--- src/rtl/pulse_train_pkg.sv ---
// Shared definitions for the pulse train generator: FSM state encoding and the
// zero-means-one clamp applied to the width/gap request values.
package pulse_train_pkg;

  typedef enum logic [1:0] {
    IDLE = 2'd0,
    HIGH = 2'd1,
    GAP  = 2'd2
  } state_e;

  // A programmed length of 0 behaves as 1 so every pulse and gap is visible.
  function automatic int unsigned clamp_min1(input int unsigned x);
    return (x == 0) ? 32'd1 : x;
  endfunction

endpackage

--- src/rtl/pulse_train_gen_if.sv ---
// Request/status bundle of pulse_train_gen. The done strobe exists only when
// PULSE_TRAIN_DONE_EN is defined.
interface pulse_train_gen_if #(
  parameter int CNT_W  = 8,
  parameter int PEND_W = 3
);

  logic              trig;
  logic [CNT_W-1:0]  width;
  logic [CNT_W-1:0]  gap;
  logic              out;
  logic              busy;
  logic [PEND_W-1:0] pending;
  logic              overflow;
`ifdef PULSE_TRAIN_DONE_EN
  logic              done;
`endif

  modport master (
    output trig, width, gap,
    input  out, busy, pending, overflow
`ifdef PULSE_TRAIN_DONE_EN
    , input done
`endif
  );

  modport slave (
    input  trig, width, gap,
    output out, busy, pending, overflow
`ifdef PULSE_TRAIN_DONE_EN
    , output done
`endif
  );

endinterface

--- src/rtl/pulse_timer.sv ---
// Loadable down-counter shared by the HIGH and GAP phases; holds at zero
// instead of wrapping.
module pulse_timer #(
  parameter int CNT_W = 8
) (
  input  logic             clk,
  input  logic             rst,
  input  logic             load,
  input  logic [CNT_W-1:0] load_val,
  input  logic             tick,
  output logic             zero,
  output logic             one
);

  logic [CNT_W-1:0] cnt;

  // NOTE: sequential state uses non-blocking assignments so every register
  // samples the pre-edge values regardless of block ordering.
  always_ff @(posedge clk) begin
    if (!rst)                   cnt <= '0;
    else if (load)              cnt <= load_val;
    else if (tick && cnt != '0) cnt <= cnt - 1'b1;
  end

  assign zero = (cnt == '0);
  assign one  = (cnt == CNT_W'(1));

endmodule

--- src/rtl/pulse_train_gen.sv ---
// Turns single-cycle trig strobes into timed level pulses with a saturating
// request queue. Define PULSE_TRAIN_DONE_EN to add the end-of-gap done strobe.
module pulse_train_gen
  import pulse_train_pkg::*;
#(
  parameter int CNT_W    = 8,
  parameter int PEND_MAX = 4
) (
  input  logic             clk,
  input  logic             rst,
  pulse_train_gen_if.slave bus
);

  localparam int PEND_W = $clog2(PEND_MAX + 1);

  state_e            state;
  logic [CNT_W-1:0]  g_lat;
  logic [PEND_W-1:0] pend;
  logic              out_q;
  logic              busy_q;
  logic              ovf_q;

  logic              t_load;
  logic [CNT_W-1:0]  t_val;
  logic              t_zero;
  logic              t_one;

  logic [CNT_W-1:0]  w_m1;
  logic [CNT_W-1:0]  g_in;
  logic              high_end;
  logic              gap_end;
  logic              deq;
  logic              direct;
  logic              enq;
  logic              start;
  logic              full;

  assign w_m1 = CNT_W'(clamp_min1(32'(bus.width)) - 32'd1);
  assign g_in = CNT_W'(clamp_min1(32'(bus.gap)));

  assign high_end = (state == HIGH) && t_zero;
  assign gap_end  = (state == GAP)  && t_zero;
  assign full     = (pend == PEND_W'(PEND_MAX));

  // A trig landing exactly on a gap end with nothing queued starts the next
  // pulse directly, just as it would from IDLE.
  assign deq    = gap_end && (pend != '0);
  assign direct = bus.trig && ((state == IDLE) || (gap_end && (pend == '0)));
  assign enq    = bus.trig && !direct;
  assign start  = direct || deq;

  // NOTE: combinational outputs get a default first so no path infers a latch.
  always_comb begin
    t_load = 1'b0;
    t_val  = w_m1;
    if (high_end) begin
      t_load = 1'b1;
      t_val  = g_lat - 1'b1;
    end else if (start) begin
      t_load = 1'b1;
    end
  end

  pulse_timer #(.CNT_W(CNT_W)) u_timer (
    .clk      (clk),
    .rst      (rst),
    .load     (t_load),
    .load_val (t_val),
    .tick     (state != IDLE),
    .zero     (t_zero),
    .one      (t_one)
  );

  // NOTE: reset is synchronous and active-low; it also discards queued requests.
  always_ff @(posedge clk) begin
    if (!rst) begin
      state  <= IDLE;
      g_lat  <= '0;
      pend   <= '0;
      out_q  <= 1'b0;
      busy_q <= 1'b0;
      ovf_q  <= 1'b0;
    end else begin
      ovf_q <= 1'b0;
      case (state)
        IDLE: begin
          if (start) begin
            state  <= HIGH;
            out_q  <= 1'b1;
            busy_q <= 1'b1;
            g_lat  <= g_in;
          end
        end
        HIGH: begin
          if (t_zero) begin
            state <= GAP;
            out_q <= 1'b0;
          end
        end
        GAP: begin
          if (t_zero) begin
            if (start) begin
              state <= HIGH;
              out_q <= 1'b1;
              g_lat <= g_in;
            end else begin
              state  <= IDLE;
              busy_q <= 1'b0;
            end
          end
        end
        default: begin
          state  <= IDLE;
          out_q  <= 1'b0;
          busy_q <= 1'b0;
        end
      endcase

      if (enq && !deq) begin
        if (full) ovf_q <= 1'b1;
        else      pend  <= pend + 1'b1;
      end else if (deq && !enq) begin
        pend <= pend - 1'b1;
      end
    end
  end

  assign bus.out      = out_q;
  assign bus.busy     = busy_q;
  assign bus.pending  = pend;
  assign bus.overflow = ovf_q;

`ifdef PULSE_TRAIN_DONE_EN
  logic done_q;

  // Asserted on the edge that enters the final gap cycle.
  always_ff @(posedge clk) begin
    if (!rst) done_q <= 1'b0;
    else      done_q <= (high_end && g_lat == CNT_W'(1)) ||
                        ((state == GAP) && !t_zero && t_one);
  end

  assign bus.done = done_q;
`endif

endmodule

--- src/flat_wrapper.sv ---
// flat-port wrapper written by rule: the top's interface ports become plain ports
module pulse_train_gen_flat import pulse_train_pkg::*;
#(
  parameter int CNT_W    = 8,
  parameter int PEND_MAX = 4
)
  (clk, rst, bus_trig, bus_width, bus_gap, bus_out, bus_busy, bus_pending, bus_overflow);
  pulse_train_gen_if #(.CNT_W(CNT_W), .PEND_W((3))) bus_i ();
  input  logic clk;
  input  logic rst;
  input wire logic [$bits(bus_i.trig)-1:0] bus_trig;
  input wire logic [$bits(bus_i.width)-1:0] bus_width;
  input wire logic [$bits(bus_i.gap)-1:0] bus_gap;
  output wire logic [$bits(bus_i.out)-1:0] bus_out;
  output wire logic [$bits(bus_i.busy)-1:0] bus_busy;
  output wire logic [$bits(bus_i.pending)-1:0] bus_pending;
  output wire logic [$bits(bus_i.overflow)-1:0] bus_overflow;
  assign bus_i.trig = bus_trig;
  assign bus_i.width = bus_width;
  assign bus_i.gap = bus_gap;
  assign bus_out = bus_i.out;
  assign bus_busy = bus_i.busy;
  assign bus_pending = bus_i.pending;
  assign bus_overflow = bus_i.overflow;
  pulse_train_gen #(.CNT_W(CNT_W), .PEND_MAX(PEND_MAX)) u_core (.clk(clk), .rst(rst), .bus(bus_i));
endmodule
--- config.mk ---
export PLATFORM = sky130hd
export DESIGN_NAME = pulse_train_gen_flat
export DESIGN_NICKNAME = d
export VERILOG_FILES = /design/src/rtl/pulse_train_pkg.sv /design/src/rtl/pulse_train_gen_if.sv /design/src/rtl/pulse_timer.sv /design/src/rtl/pulse_train_gen.sv /design/src/flat_wrapper.sv
export SDC_FILE = /design/constraint.sdc
export NUM_CORES = 1
export LEC_CHECK = 0
export ABC_AREA = 1
export BUFFER_PORTS_ARGS = -buffer_cell sky130_fd_sc_hd__buf_2
export CORE_MARGIN = 3
export CORE_UTILIZATION = 60
export DETAILED_ROUTE_END_ITERATION = 10
export GPL_TIMING_DRIVEN = 0
export PLACE_DENSITY = 0.84
export REMOVE_ABC_BUFFERS = 1
export SYNTH_ARGS = -nofsm -noshare
export SYNTH_HDL_FRONTEND = slang
export SYNTH_SLANG_ARGS = --single-unit
--- constraint.sdc ---
create_clock -name clk -period 5.4 [get_ports clk]
set_input_delay 1.62 -clock clk [delete_from_list [all_inputs] [get_ports clk]]
set_output_delay 1.62 -clock clk [all_outputs]
set_load 0.05 [all_outputs]
**Word-level counts from Yosys, hierarchy flattened**

Cells that the tools add are included.

- Memory bits (writable): 0
- Output and inout bits: 6
- Register bits: 24
- Memories kept: 0
- Word-level logic and storage cells: 79
- Input bits: 19
- Latch bits: 0
- Bits in read-only memories: 0

- Reductions and logical operators: 31
- Equality and inequality tests: 8
- Magnitude comparators: 0
- Bitwise operators: 1
- Add/subtract/negate cells: 5
- Multipliers: 0
- Divide/modulo/power cells: 0
- Shifts and indexed selects: 0
- Muxes and demuxes: 27

Operators by type and width:

| kind | number |
|---|---|
| 8-bit 2-to-1 mux | 7 |
| 8-bit logical NOT | 3 |
| 8-bit by 1-bit subtractor with 8-bit output (second input constant) | 3 |
| 8-bit one-hot mux with 2 select lines | 1 |
| 1-bit 2-to-1 mux | 10 |
| 1-bit logical AND | 9 |
| 3-bit 2-to-1 mux | 3 |
| 2-bit AND reduction | 4 |
| 2-bit nonzero test | 4 |
| 8-bit nonzero test | 1 |
| 2-bit 2-to-1 mux | 3 |
| 2-bit by 1-bit inequality test with 1-bit output (second input constant) | 3 |
| 1-bit one-hot mux with 3 select lines | 2 |
| 2-bit one-hot mux with 3 select lines | 1 |
| 2-bit inequality test (second input constant) | 2 |
| 4-bit AND reduction | 1 |
| 3-bit by 1-bit adder with 3-bit output (second input constant) | 1 |
| 3-bit equality test (second input constant) | 1 |
| 1-bit logical NOT | 3 |
| 3-bit logical NOT | 1 |
| 3-bit AND reduction | 1 |
| 3-bit nonzero test | 1 |
| 3-bit by 1-bit subtractor with 3-bit output (second input constant) | 1 |
| 2-bit by 1-bit equality test with 1-bit output (second input constant) | 1 |
| 4 further kinds | 5 |

**Logic depth before layout (Yosys ltp)**

Gate-level depths: netlist of the first run.

- Word-level depth: 11
- Gate-level depth with buffers: 17
- Depth with buffers taken out: 17

**Cells and area by module**

A second synthesis of the first run with hierarchy kept.

- Cell total of the unflattened synthesis: 287
- Area total of the unflattened synthesis: 1815.5 µm²

Modules (own cells, without submodules):

| module | area an instance (µm²) | cells an instance | instances | sequential area each (µm²) |
|---|---|---|---|---|
| pulse_train_gen | 1204.9 | 190 | 1 | 320.3 |
| pulse_timer | 610.6 | 97 | 1 | 160.2 |

**Worst setup path before layout of the first run**

Ideal clock, no wire load.

- Path kind: in2reg
- Start point: input port bus_width[2]
- End point: register u_core.u_timer.cnt[2]
- Data arrival time: 2.761 ns
- Stages: 13
- Path buffers: 0
- Library setup time: 0.119 ns
- Required time: 5.281 ns
- Slack: 2.521 ns
- Path through: nor2_1 -> nand4_1 -> nand3b_1 -> o21ai_0 -> nand2_1 -> inv_1 -> nor2_4 -> inv_1 -> ha_1 -> nand2_1 -> inv_1 -> o31ai_1 -> inv_1

- Cells in the longest elaborated chain, start to end: 5

RTL lines:

| what | line | text |
|---|---|---|
| from (decl) | flat_wrapper.sv:12 | `input wire logic [$bits(bus_i.width)-1:0] bus_width;` |
| 8-bit logical NOT | pulse_train_pkg.sv:13 | `return (x == 0) ? 32'd1 : x;` |
| 8-bit 2-to-1 mux (*) | pulse_train_pkg.sv:13 |  |
| 8-bit by 1-bit subtractor with 8-bit output (*) | pulse_train_gen.sv:38 | `assign w_m1 = CNT_W'(clamp_min1(32'(bus.width)) - 32'd1);` |
| 8-bit 2-to-1 mux (*) | pulse_train_gen.sv:56 | `if (high_end) begin` |
| 8-bit 2-to-1 mux (*) | pulse_timer.sv:21 | `else if (load) cnt <= load_val;` |
| to (signal assigned) | pulse_timer.sv:21 |  |
| to (signal assigned) | pulse_timer.sv:22 | `else if (tick && cnt != '0) cnt <= cnt - 1'b1;` |
| to (decl) | pulse_timer.sv:15 | `logic [CNT_W-1:0] cnt;` |

Every way passes the cells marked *; elsewhere a longest branch is shown, timed or not.
A chain may end at the register's enable or synchronous reset.

**Worst setup path in the final report of the first run**

Same ends and word-level chain as after synthesis.

==> results by group, run 1 <==
Status
  • Status: finished clean

Floorplanning
  • Number of top-level pins: 25
  • Die W: 57.6 um
  • DIE HEIGHT: 57.6 um
  • Core area: 2500 um2
  • Starting Density: 0.640
  • DIE AREA: 3320 um2
  • Row count: 18

Global route
  • First-pass GRT wire length: 5710 um
  • Initial antenna violation count: 0
  • Total global-route track usage: 0.217
  • Largest net degree at the start of global routing: 24
  • Vias in the first global route: 1333
  • Overflow after GRT: 0

CTS
  • TritonCTS buffer count: 3
  • CTS sink cnt: 24
  • Root Driver: clkbuf_4
  • H-Tree Depth: 1
  • Post-CTS sizing: 0
  • Clock transition at path regs: 0.13 ns
  • CTS tree: built
  • Clock Tree Buf Depth: 2
  • Setup Buffers After CTS: 0
  • Clock latency on the worst-skew pair: 0.31 ns
  • Hold-fix buffer count after cts: 0

Cells and area
  • Inserted Diodes: 0
  • Commonest non-fill, non-tap cell in the layout: inv_1
  • Layout cells sized above 1: 0.242
  • Fin nets: 262
  • Synth-to-layout area growth: 8.91%
  • Final core occ: 0.697
  • Most frequent cells in the layout: inv_1, nand2_1, buf_2, dfxtp_1, o21ai_0

STA
  • Max-slew violation count: 0
  • Final setup fails: 0
  • Fin. Hold Viols: 0
  • Slew HR: 0.778
  • Slew @ Worst Pin: 0.331 ns
  • Max Freq: 356 MHz
  • Min Tclk post-route: 2.81 ns
  • Fin crit share: 0.520
  • RSZ-0062 raised after global routing: no
  • Clock Skews: 0.00479 ns
  • Setup TNS: 0 ns

Setup path
  • Max Fanout on Critical Path: 4
  • CP Launch Type: primary input
  • RR Startpoint: u_core.u_timer.cnt[0]
  • Arrival time worst endpoint: 3.03 ns
  • Setup Crit Path Kind: primary input to flip-flop
  • Data required time at the worst endpoint: 5.62 ns
  • CP Capture Type: flip-flop
  • Critical Path Source: bus_width[2]

Route
  • Post-DRT Antenna Nets: 0
  • Via density: 5.20
  • Initial DRC count: 41
  • Vias: 1404
  • 1st-pass router iterations: 4
  • Avg WL per Cell: 11.8 um
  • Drt drc: 0
  • Routed WL: 3180 um

Pwr
  • Max rail drop VDD: 375 uV
  • Lkg Pwr: 0.904 nW
  • P per Cell Area: 492 nW/um2

Place
  • Hpwl dp: 2440 um
  • GPL Wtd Cong: 0.834
  • IO buf count: 24

Worst hold path
  • HP Class: flip-flop to flip-flop
  • Hold_sp: u_core.g_lat[0]

Synthesis
  • Yosys Warn Count: 0
  • Mapped Area: 1600 um2
  • Syn Inst Count: 218
  • Avg Cell Area, Syn: 7.34 um2
  • Synth cell types: 34
  • Flops & latches, synth: 24
  • Register area share after synthesis: 0.300

Flow run
  • Max-cap violations: 0
-- critical path: stages --
cell	delay [ns]
buf_2	0.10
nor2_1	0.09
nand4_1	0.09
nand3b_1	0.08
o21ai_0	0.08
nand2_1	0.07
inv_1	0.06
nor2_4	0.14
inv_1	0.06
ha_1	0.19
nand2_1	0.11
inv_1	0.08
o31ai_1	0.19
inv_1	0.06
-- where the power goes --
group	leakage (nW)	internal [mW]	total (mW)	switching, mW
logic	0.678	0.174	0.472	0.298
clock network	0.0279	0.0750	0.128	0.0527
registers	0.198	0.223	0.257	0.0341
-- worst paths after layout --
path / end / slack, ns / cells after the start
worst max-delay path: u_core.u_timer.cnt[2] / 2.59 / 14
worst min-delay path: u_core.g_lat[0] / 0.48 / 2
worst max register to register: u_core.u_timer.cnt[2] / 3.06 / 13
worst min register to register: u_core.g_lat[0] / 0.48 / 2
-- synth_stat cells --
| cell type | instances | share of area |
|---|---|---|
| inv_1 | 34 | 0.080 |
| nor3_1 | 2 | 0.0063 |
| nor2_1 | 21 | 0.049 |
| clkbuf_1 | 1 | 0.0023 |
| inv_2 | 2 | 0.0047 |
| buf_12 | 1 | 0.013 |
| o21ai_1 | 4 | 0.013 |
| nand3b_1 | 1 | 0.0047 |
| nor4_1 | 1 | 0.0039 |
| nor2_8 | 1 | 0.013 |
| bufinv_16 | 1 | 0.019 |
| ha_1 | 1 | 0.0078 |
| nand3_1 | 9 | 0.028 |
| nand3b_2 | 1 | 0.0070 |
| nor2_2 | 2 | 0.0078 |
| nand4_1 | 8 | 0.031 |
| a21oi_4 | 1 | 0.010 |
| nor3_2 | 1 | 0.0063 |
| mux2i_1 | 1 | 0.0063 |
| a21oi_1 | 20 | 0.063 |
| o31ai_1 | 1 | 0.0047 |
| nand3_4 | 2 | 0.022 |
| nor2_4 | 4 | 0.028 |
| nand2_1 | 29 | 0.068 |
| fa_1 | 1 | 0.013 |
| or2_1 | 1 | 0.0039 |
| dfxtp_1 | 24 | 0.30 |
| o211a_1 | 1 | 0.0063 |
| nand2_2 | 8 | 0.031 |
| clkbuf_8 | 2 | 0.017 |
| o21ai_0 | 23 | 0.072 |
| buf_6 | 1 | 0.0070 |
| buf_2 | 1 | 0.0031 |
| nand2_4 | 7 | 0.049 |
-- cells by family (layout without fill, tap and decap cells) --
logic type | count (synthesis) | after routing | synth area share
and+or+nand+nor | 98 | 98 | 0.360
AOI/OAI and AO/OA | 50 | 50 | 0.168
buffers and inverters | 43 | 65 | 0.145
DFF | 24 | 24 | 0.300
adders and majority gates | 2 | 2 | 0.0203
muxes | 1 | 1 | 0.00626
-- state kept, by name (all words and copies together), names as in the netlist --
register	cells
u_core.bus.overflow	1
u_core.u_timer.cnt	8
u_core.bus.pending	3
u_core.state	2
u_core.g_lat	8
u_core.bus.out	1
u_core.bus.busy	1
-- per-stage QoR --
stage	instance area [um2]	instances	total power, mW	setup WS (ns)	hold WS, ns
after floorplan	1530	212	0.650	2.51	0.429
after global placement	1690	266	0.719	2.27	0.445
after detailed placement	1690	266	0.729	2.25	0.467
after CTS	1740	270	0.863	2.60	0.486
after global routing	1740	270	0.934	2.38	0.530
final	1740	270	0.857	2.59	0.484
-- layer usage --
layer	global-route usage	wire length [um]	vias up
li1	-	-	755
met1	0.271	1440	620
met2	0.376	1570	23
met3	0.0468	117	6
met4	0.0596	52	0
met5	0	0	-
-- final cells by class --
| class | instances | area [um2] |
|---|---|---|
| Sequential cell | 24 | 480 |
| Inverter | 37 | 165 |
| Multi-Input combinational cell | 151 | 887 |
| Fill cell | 226 | 757 |
| Clock buffer | 3 | 22.5 |
| Timing Repair Buffer | 24 | 120 |
| Clock inverter | 1 | 30.0 |
| Tap cell | 30 | 37.5 |
No activity file was read; power rests on OpenSTA's default activity.
==> run 2: changes to the inputs <==
--- a/config.mk
+++ b/config.mk
@@ -5,13 +5,13 @@
 export SDC_FILE = /design/constraint.sdc
 export NUM_CORES = 1
 export LEC_CHECK = 0
-export ABC_AREA = 1
+export ABC_AREA = 0
 export BUFFER_PORTS_ARGS = -buffer_cell sky130_fd_sc_hd__buf_2
 export CORE_MARGIN = 3
-export CORE_UTILIZATION = 60
+export CORE_UTILIZATION = 55
 export DETAILED_ROUTE_END_ITERATION = 10
 export GPL_TIMING_DRIVEN = 0
-export PLACE_DENSITY = 0.84
+export PLACE_DENSITY = 0.79
 export REMOVE_ABC_BUFFERS = 1
 export SYNTH_ARGS = -nofsm -noshare
 export SYNTH_HDL_FRONTEND = slang
==> constraint.sdc (replaced) <==
create_clock -name clk -period 2.85 [get_ports clk]
set_input_delay 0.855 -clock clk [delete_from_list [all_inputs] [get_ports clk]]
set_output_delay 0.855 -clock clk [all_outputs]
set_load 0.05 [all_outputs]
==> run 2 against run 1 <==
  * Core utilization increased by 0.65 points
  * Sequential power increased by 100%
  * Area after synthesis decreased by 11%
  * First-iteration DRC count increased by 29%
  * Register-to-register slack got worse by 2.9 ns
  * Critical path type is now flip-flop to flip-flop
  * Largest cell class unchanged
==> results by group, run 2 <==
Floorplanning
  • DIE AREA: 3250 um2
  • DIE HEIGHT: 57.0 um
  • Core area: 2340 um2
  • Row count: 17
  • Number of top-level pins: 25
  • Die W: 57.0 um
  • Starting Density: 0.611

Synthesis
  • Compound-Gate Fraction of Synth Area: 0.260
  • Top_reg_cell synth: dfxtp_1
  • Syn Inst Count: 175
  • Mux share of post-synthesis cell area: 0.0210
  • Synth cell count leaders: dfxtp_1, nor2_1, nand2_1, a21oi_1, o21ai_0
  • Register area share after synthesis: 0.336
  • Asr flop ratio synth: 0
  • Synth Area in XOR/XNOR: 0.0490
  • Area contributors post-synth: dfxtp_1, a21oi_1, nor2_1
  • Yosys Warn Count: 0
  • Yosys top cell by area: dfxtp_1
  • Avg Cell Area, Syn: 8.16 um2
  • Largest family of logic cells by synthesized area: simple AND/OR/NAND/NOR gates
  • Post-Synth Adder-Cell Area: 0.0228
  • Most common cell in the synthesized netlist: dfxtp_1
  • Mapped Area: 1430 um2
  • Synth cell types: 52
  • Simple-Gate Fraction of Synth Area: 0.274
  • Flops & latches, synth: 24
  • Post-synth EDFFs: 0
  • Post-synth top area share: 0.336

CTS
  • CTS sink cnt: 24
  • Clock Tree Buf Depth: 2
  • Clock latency on the worst-skew pair: 0.32 ns
  • Hold-fix buffer count after cts: 0
  • CTS tree: built
  • H-Tree Depth: 1
  • TritonCTS buffer count: 3
  • Root Driver: clkbuf_4
  • Clock transition at path regs: 0.13 ns

Route
  • Drt drc: 0
  • Vias: 1411
  • Max layer used: met4
  • Met1 WL: 1630 um
  • Avg WL per Cell: 15.5 um
  • Routed length on met3: 231 um
  • Post-DRT Antenna Nets: 0
  • Initial DRC count: 53
  • Routed WL: 3510 um
  • WL met2: 1510 um
  • 1st-pass router iterations: 4
  • Via density: 6.24

Flow run
  • Max-cap violations: 0

STA
  • Fin. Hold Viols: 0
  • Final setup margin: 0.118 ns
  • Slew @ Worst Pin: 0.517 ns
  • Final setup fails: 0
  • Slew HR: 0.653
  • Fin Hold WS: 0.471 ns
  • Min Tclk post-route: 2.73 ns
  • Clock Skews: 0.00336 ns
  • Max Freq: 366 MHz
  • Max-slew violation count: 0
  • Fin crit share: 0.959

Cells and area
  • Commonest non-fill, non-tap cell in the layout: buf_2
  • Layout cells sized above 1: 0.273
  • Inserted Diodes: 0
  • FF/Latch Area: 487 um2
  • Fillers: 206
  • Final core occ: 0.704
  • Fin nets: 221
  • Cell area after layout: 1650 um2
  • Most frequent cells in the layout: buf_2, dfxtp_1, nor2_1, nand2_1, a21oi_1
  • Synth-to-layout area growth: 15.2%
  • Multi-input logic area: 930 um2

Worst hold path
  • HP Class: flip-flop to flip-flop

Global route
  • Largest net degree at the start of global routing: 19
  • First-pass GRT wire length: 5600 um
  • Total global-route track usage: 0.217
  • Overflow after GRT: 0
  • Vias in the first global route: 1245
  • Initial antenna violation count: 0

Place
  • GPL Wtd Cong: 0.901
  • Area after DPL: 1550 um2
  • Dpl ws: -0.565 ns
  • Hpwl dp: 2410 um
  • IO buf count: 24

Pwr
  • Max rail drop VDD: 523 uV
  • Total power: 1.42 mW
  • Lkg Pwr: 0.669 nW
  • P per Cell Area: 863 nW/um2

Setup path
  • CP Capture Type: flip-flop
  • Setup Crit Path Kind: flip-flop to flip-flop
  • Data required time at the worst endpoint: 3.06 ns
  • Max Fanout on Critical Path: 4
  • Arrival time worst endpoint: 2.94 ns
  • CP Launch Type: flip-flop

Status
  • Status: finished clean
[run 2: layer usage]
| metal | track usage | vias up |
|---|---|---|
| met2 | 0.323 | 65 |
| li1 | - | 695 |
| met5 | 0 | - |
| met1 | 0.306 | 635 |
| met3 | 0.0317 | 16 |
| met4 | 0.106 | 0 |
[run 2: cell families after synthesis]
| logic type | count (synthesis) |
|---|---|
| and+or+nand+nor | 72 |
| AOI/OAI and AO/OA | 53 |
| DFF | 24 |
| buffers and inverters | 13 |
| xor gates and xnor gates | 8 |
| muxes | 3 |
| adders and majority gates | 2 |
[run 2: power by group]
group	total [mW]	internal (mW)	switching [mW]
registers	0.525	0.417	0.108
logic	0.740	0.318	0.422
clock network	0.155	0.0497	0.105
[run 2: worst max-delay path, cell delays in order (launching register included)]
cell and delay (ns):
dfxtp_4 0.39, or4_4 0.56, o31ai_4 0.33, nand2_4 0.08, and2_4 0.17, a221oi_2 0.19
ha_2 0.23, nand4_1 0.12, nor4_2 0.27, xor2_1 0.20, a211oi_1 0.09
[run 2: metrics by stage]
stage / cells / TNS, ns
after CTS: 222 / 0
final: 226 / 0
after global routing: 226 / -0.00329
after floorplan: 166 / 0
after global placement: 218 / -1.16
after detailed placement: 218 / -1.24
[run 2: layout make-up]
| type | count | area share |
|---|---|---|
| multi-input combinational | 138 | 0.565 |
| sequential | 24 | 0.296 |
| timing repair buffer | 29 | 0.0957 |
| tap | 28 | 0.0213 |
| clock buffer | 3 | 0.0137 |
| inverter | 4 | 0.00912 |
[run 2: repair_timing]
action / CTS / global route
resized for setup: 5 / 8
pin swaps: 1 / 7
buffers inserted: 1 / 4
setup endpoints to repair: 3 / 1
[run 2: path summary, 6_finish.rpt]
kind	endpoint	slack (ns)	start	cells after the start
worst max register to register	u_core.u_timer.cnt[6]	0.12	u_core.u_timer.cnt[3]	10
worst max-delay path	u_core.u_timer.cnt[6]	0.12	u_core.u_timer.cnt[3]	10
worst min register to register	u_core.g_lat[4]	0.47	u_core.g_lat[4]	2
worst min-delay path	u_core.g_lat[4]	0.47	u_core.g_lat[4]	2
==> run 3: changes to the inputs <==
--- a/config.mk
+++ b/config.mk
@@ -8,11 +8,12 @@
 export ABC_AREA = 0
 export BUFFER_PORTS_ARGS = -buffer_cell sky130_fd_sc_hd__buf_2
 export CORE_MARGIN = 3
-export CORE_UTILIZATION = 55
+export CORE_UTILIZATION = 56
 export DETAILED_ROUTE_END_ITERATION = 10
 export GPL_TIMING_DRIVEN = 0
 export PLACE_DENSITY = 0.79
 export REMOVE_ABC_BUFFERS = 1
 export SYNTH_ARGS = -nofsm -noshare
 export SYNTH_HDL_FRONTEND = slang
+export SYNTH_HIERARCHICAL = 1
 export SYNTH_SLANG_ARGS = --single-unit
==> run 3 against run 2 <==
  * Critical endpoint is now u_core/bus.pending[2]
  * Register-to-register slack hardly changed
  * Worst setup slack worse by 0.0098 ns
  * Sequential cell count stayed put
  * Area after synthesis is 8.5% higher
  * First-iteration DRC count is 36% higher
  * Core utilization is 0.95 points lower
  * Critical path depth stayed put
  * Maximum frequency is 0.36% lower
  * Non-clock buffer count is 3 lower
  * Highest routed layer unchanged
  * Final area is 7.3% higher
==> results by group, run 3 <==
Floorplanning
  • DIE AREA: 3440 um2
  • DIE HEIGHT: 58.6 um
  • Starting Density: 0.609
  • Number of top-level pins: 25
  • Die W: 58.6 um
  • Core area: 2540 um2
  • Row count: 18

Route
  • Post-DRT Antenna Nets: 0
  • Vias: 1379
  • Initial DRC count: 72
  • Via density: 5.92
  • Avg WL per Cell: 14.9 um
  • Routed WL: 3470 um
  • Drt drc: 0
  • 1st-pass router iterations: 4

CTS
  • CTS sink cnt: 24
  • Root Driver: clkbuf_4
  • Clock transition at path regs: 0.14 ns
  • Clock Tree Buf Depth: 2
  • CTS tree: built
  • TritonCTS buffer count: 3
  • H-Tree Depth: 1
  • Hold-fix buffer count after cts: 0
  • Clock latency on the worst-skew pair: 0.32 ns

Global route
  • Most Crowded Layer GR: met2
  • Met3 Use GR: 0.0219
  • Vias in the first global route: 1355
  • Overflow after GRT: 0
  • Met1 Use GR: 0.274
  • Met2 Use GR: 0.388
  • Initial antenna violation count: 0
  • First-pass GRT wire length: 5930 um
  • Total global-route track usage: 0.219
  • Largest net degree at the start of global routing: 15

STA
  • Fin crit share: 0.962
  • Max-slew violation count: 0
  • Final setup fails: 0
  • Slew @ Worst Pin: 0.559 ns
  • Clock Skews: 0.00629 ns
  • Setup TNS: 0 ns
  • Slew HR: 0.628
  • Max Freq: 365 MHz
  • Min Tclk post-route: 2.74 ns
  • Fin. Hold Viols: 0
  • Fin Hold WS: 0.527 ns

Pwr
  • Comb pwr share: 0.418
  • Sw Share: 0.383
  • Total power: 1.21 mW
  • P per Cell Area: 687 nW/um2
  • Net Switching: 465 uW
  • Lkg Pwr: 0.783 nW
  • Internal Power: 749 uW
  • Clk pwr share: 0.205
  • Sequential share of power: 0.376
  • Max rail drop VDD: 628 uV

Place
  • Hpwl dp: 2640 um
  • GPL Wtd Cong: 0.837
  • Placed insts: 227
  • IO buf count: 24

Flow run
  • Max-cap violations: 0

Setup path
  • Setup Crit Path Kind: flip-flop to flip-flop
  • Data required time at the worst endpoint: 3.09 ns
  • Crit-path cells: inv_1 > ha_1 > nor3b_4 > and2_4 > nor2b_4 > o21ai_1 > fa_2 > or4b_4 > o221a_1 > nor3_1
  • Slowest CP cell: or4b_4
  • CP Capture Type: flip-flop
  • CP Launch Type: flip-flop
  • Arrival time worst endpoint: 2.98 ns
  • Max Fanout on Critical Path: 7
  • CP max stage delay: 0.53 ns

Cells and area
  • Inserted Diodes: 0
  • Synth-to-layout area growth: 14.0%
  • Most frequent cells in the layout: buf_2, dfxtp_1, nor2_1, mux2i_1, inv_1
  • Fillers: 213
  • Fin nets: 227
  • Layout cells sized above 1: 0.236
  • Final non-filler cell total: 233
  • Final core occ: 0.694

Synthesis
  • Mapped Area: 1550 um2
  • Avg Cell Area, Syn: 8.71 um2
  • Yosys Warn Count: 6
  • Syn Inst Count: 178

Status
  • Status: finished clean

Worst hold path
  • HP Class: flip-flop to flip-flop
-- run 3: repair_timing --
item                       4_1_cts  5_1_grt
buffers inserted                 1        1
resized for setup                5        4
pin swaps                        1        0
setup endpoints to repair        8        4
-- run 3: final cells by class --
type	count	area, um2	share of cell area
multi-input combinational	136	1010	0.573
sequential	24	480	0.272
timing repair buffer	26	135	0.0765
inverter	13	48.8	0.0276
tap	30	37.5	0.0212
clock inverter	1	30.0	0.0170
clock buffer	3	22.5	0.0127
-- run 3: final timing paths --
path	cells after the start	slack [ns]	from	end
setup reg to reg	10	0.11	u_core/u_timer/cnt[0]	u_core/bus.pending[2]
hold reg to reg	2	0.53	u_core/g_lat[0]	u_core/g_lat[0]
hold / removal	2	0.53	u_core/g_lat[0]	u_core/g_lat[0]
setup / recovery	10	0.11	u_core/u_timer/cnt[0]	u_core/bus.pending[2]
-- run 3: routing by layer --
layer / vias up / share of wire / routed length [um]
li1: 700 / - / -
met1: 638 / 0.44 / 1540
met2: 39 / 0.51 / 1780
met3: 2 / 0.041 / 142
met4: 0 / 0.0040 / 14
met5: - / 0 / 0
-- run 3: critical path, delay by kind of cell, from the launching register on --
kind | cells | cell delay [ns]
compound gates | 2 | 0.36
buf+inv | 1 | 0.09
simple gates | 5 | 1.20
fa+ha+maj | 2 | 0.63
flops | 1 | 0.38
-- run 3: stage by stage --
step	cell area (um2)	setup slack (ns)
2_1_floorplan	1510	0.126
3_3_place_gp	1670	-0.157
3_5_place_dp	1670	-0.305
4_1_cts	1750	0.0149
5_1_grt	1770	-0.0146
6_report	1770	0.108
-- run 3: power by group through the flow --
stage / clock network (mW) / logic (mW) / registers, mW
3_3_place_gp: 0 / 0.449 / 0.455
2_1_floorplan: 0 / 0.340 / 0.479
6_report: 0.249 / 0.508 / 0.457
3_5_place_dp: 0 / 0.470 / 0.459
5_1_grt: 0.266 / 0.558 / 0.467
4_1_cts: 0.253 / 0.487 / 0.454
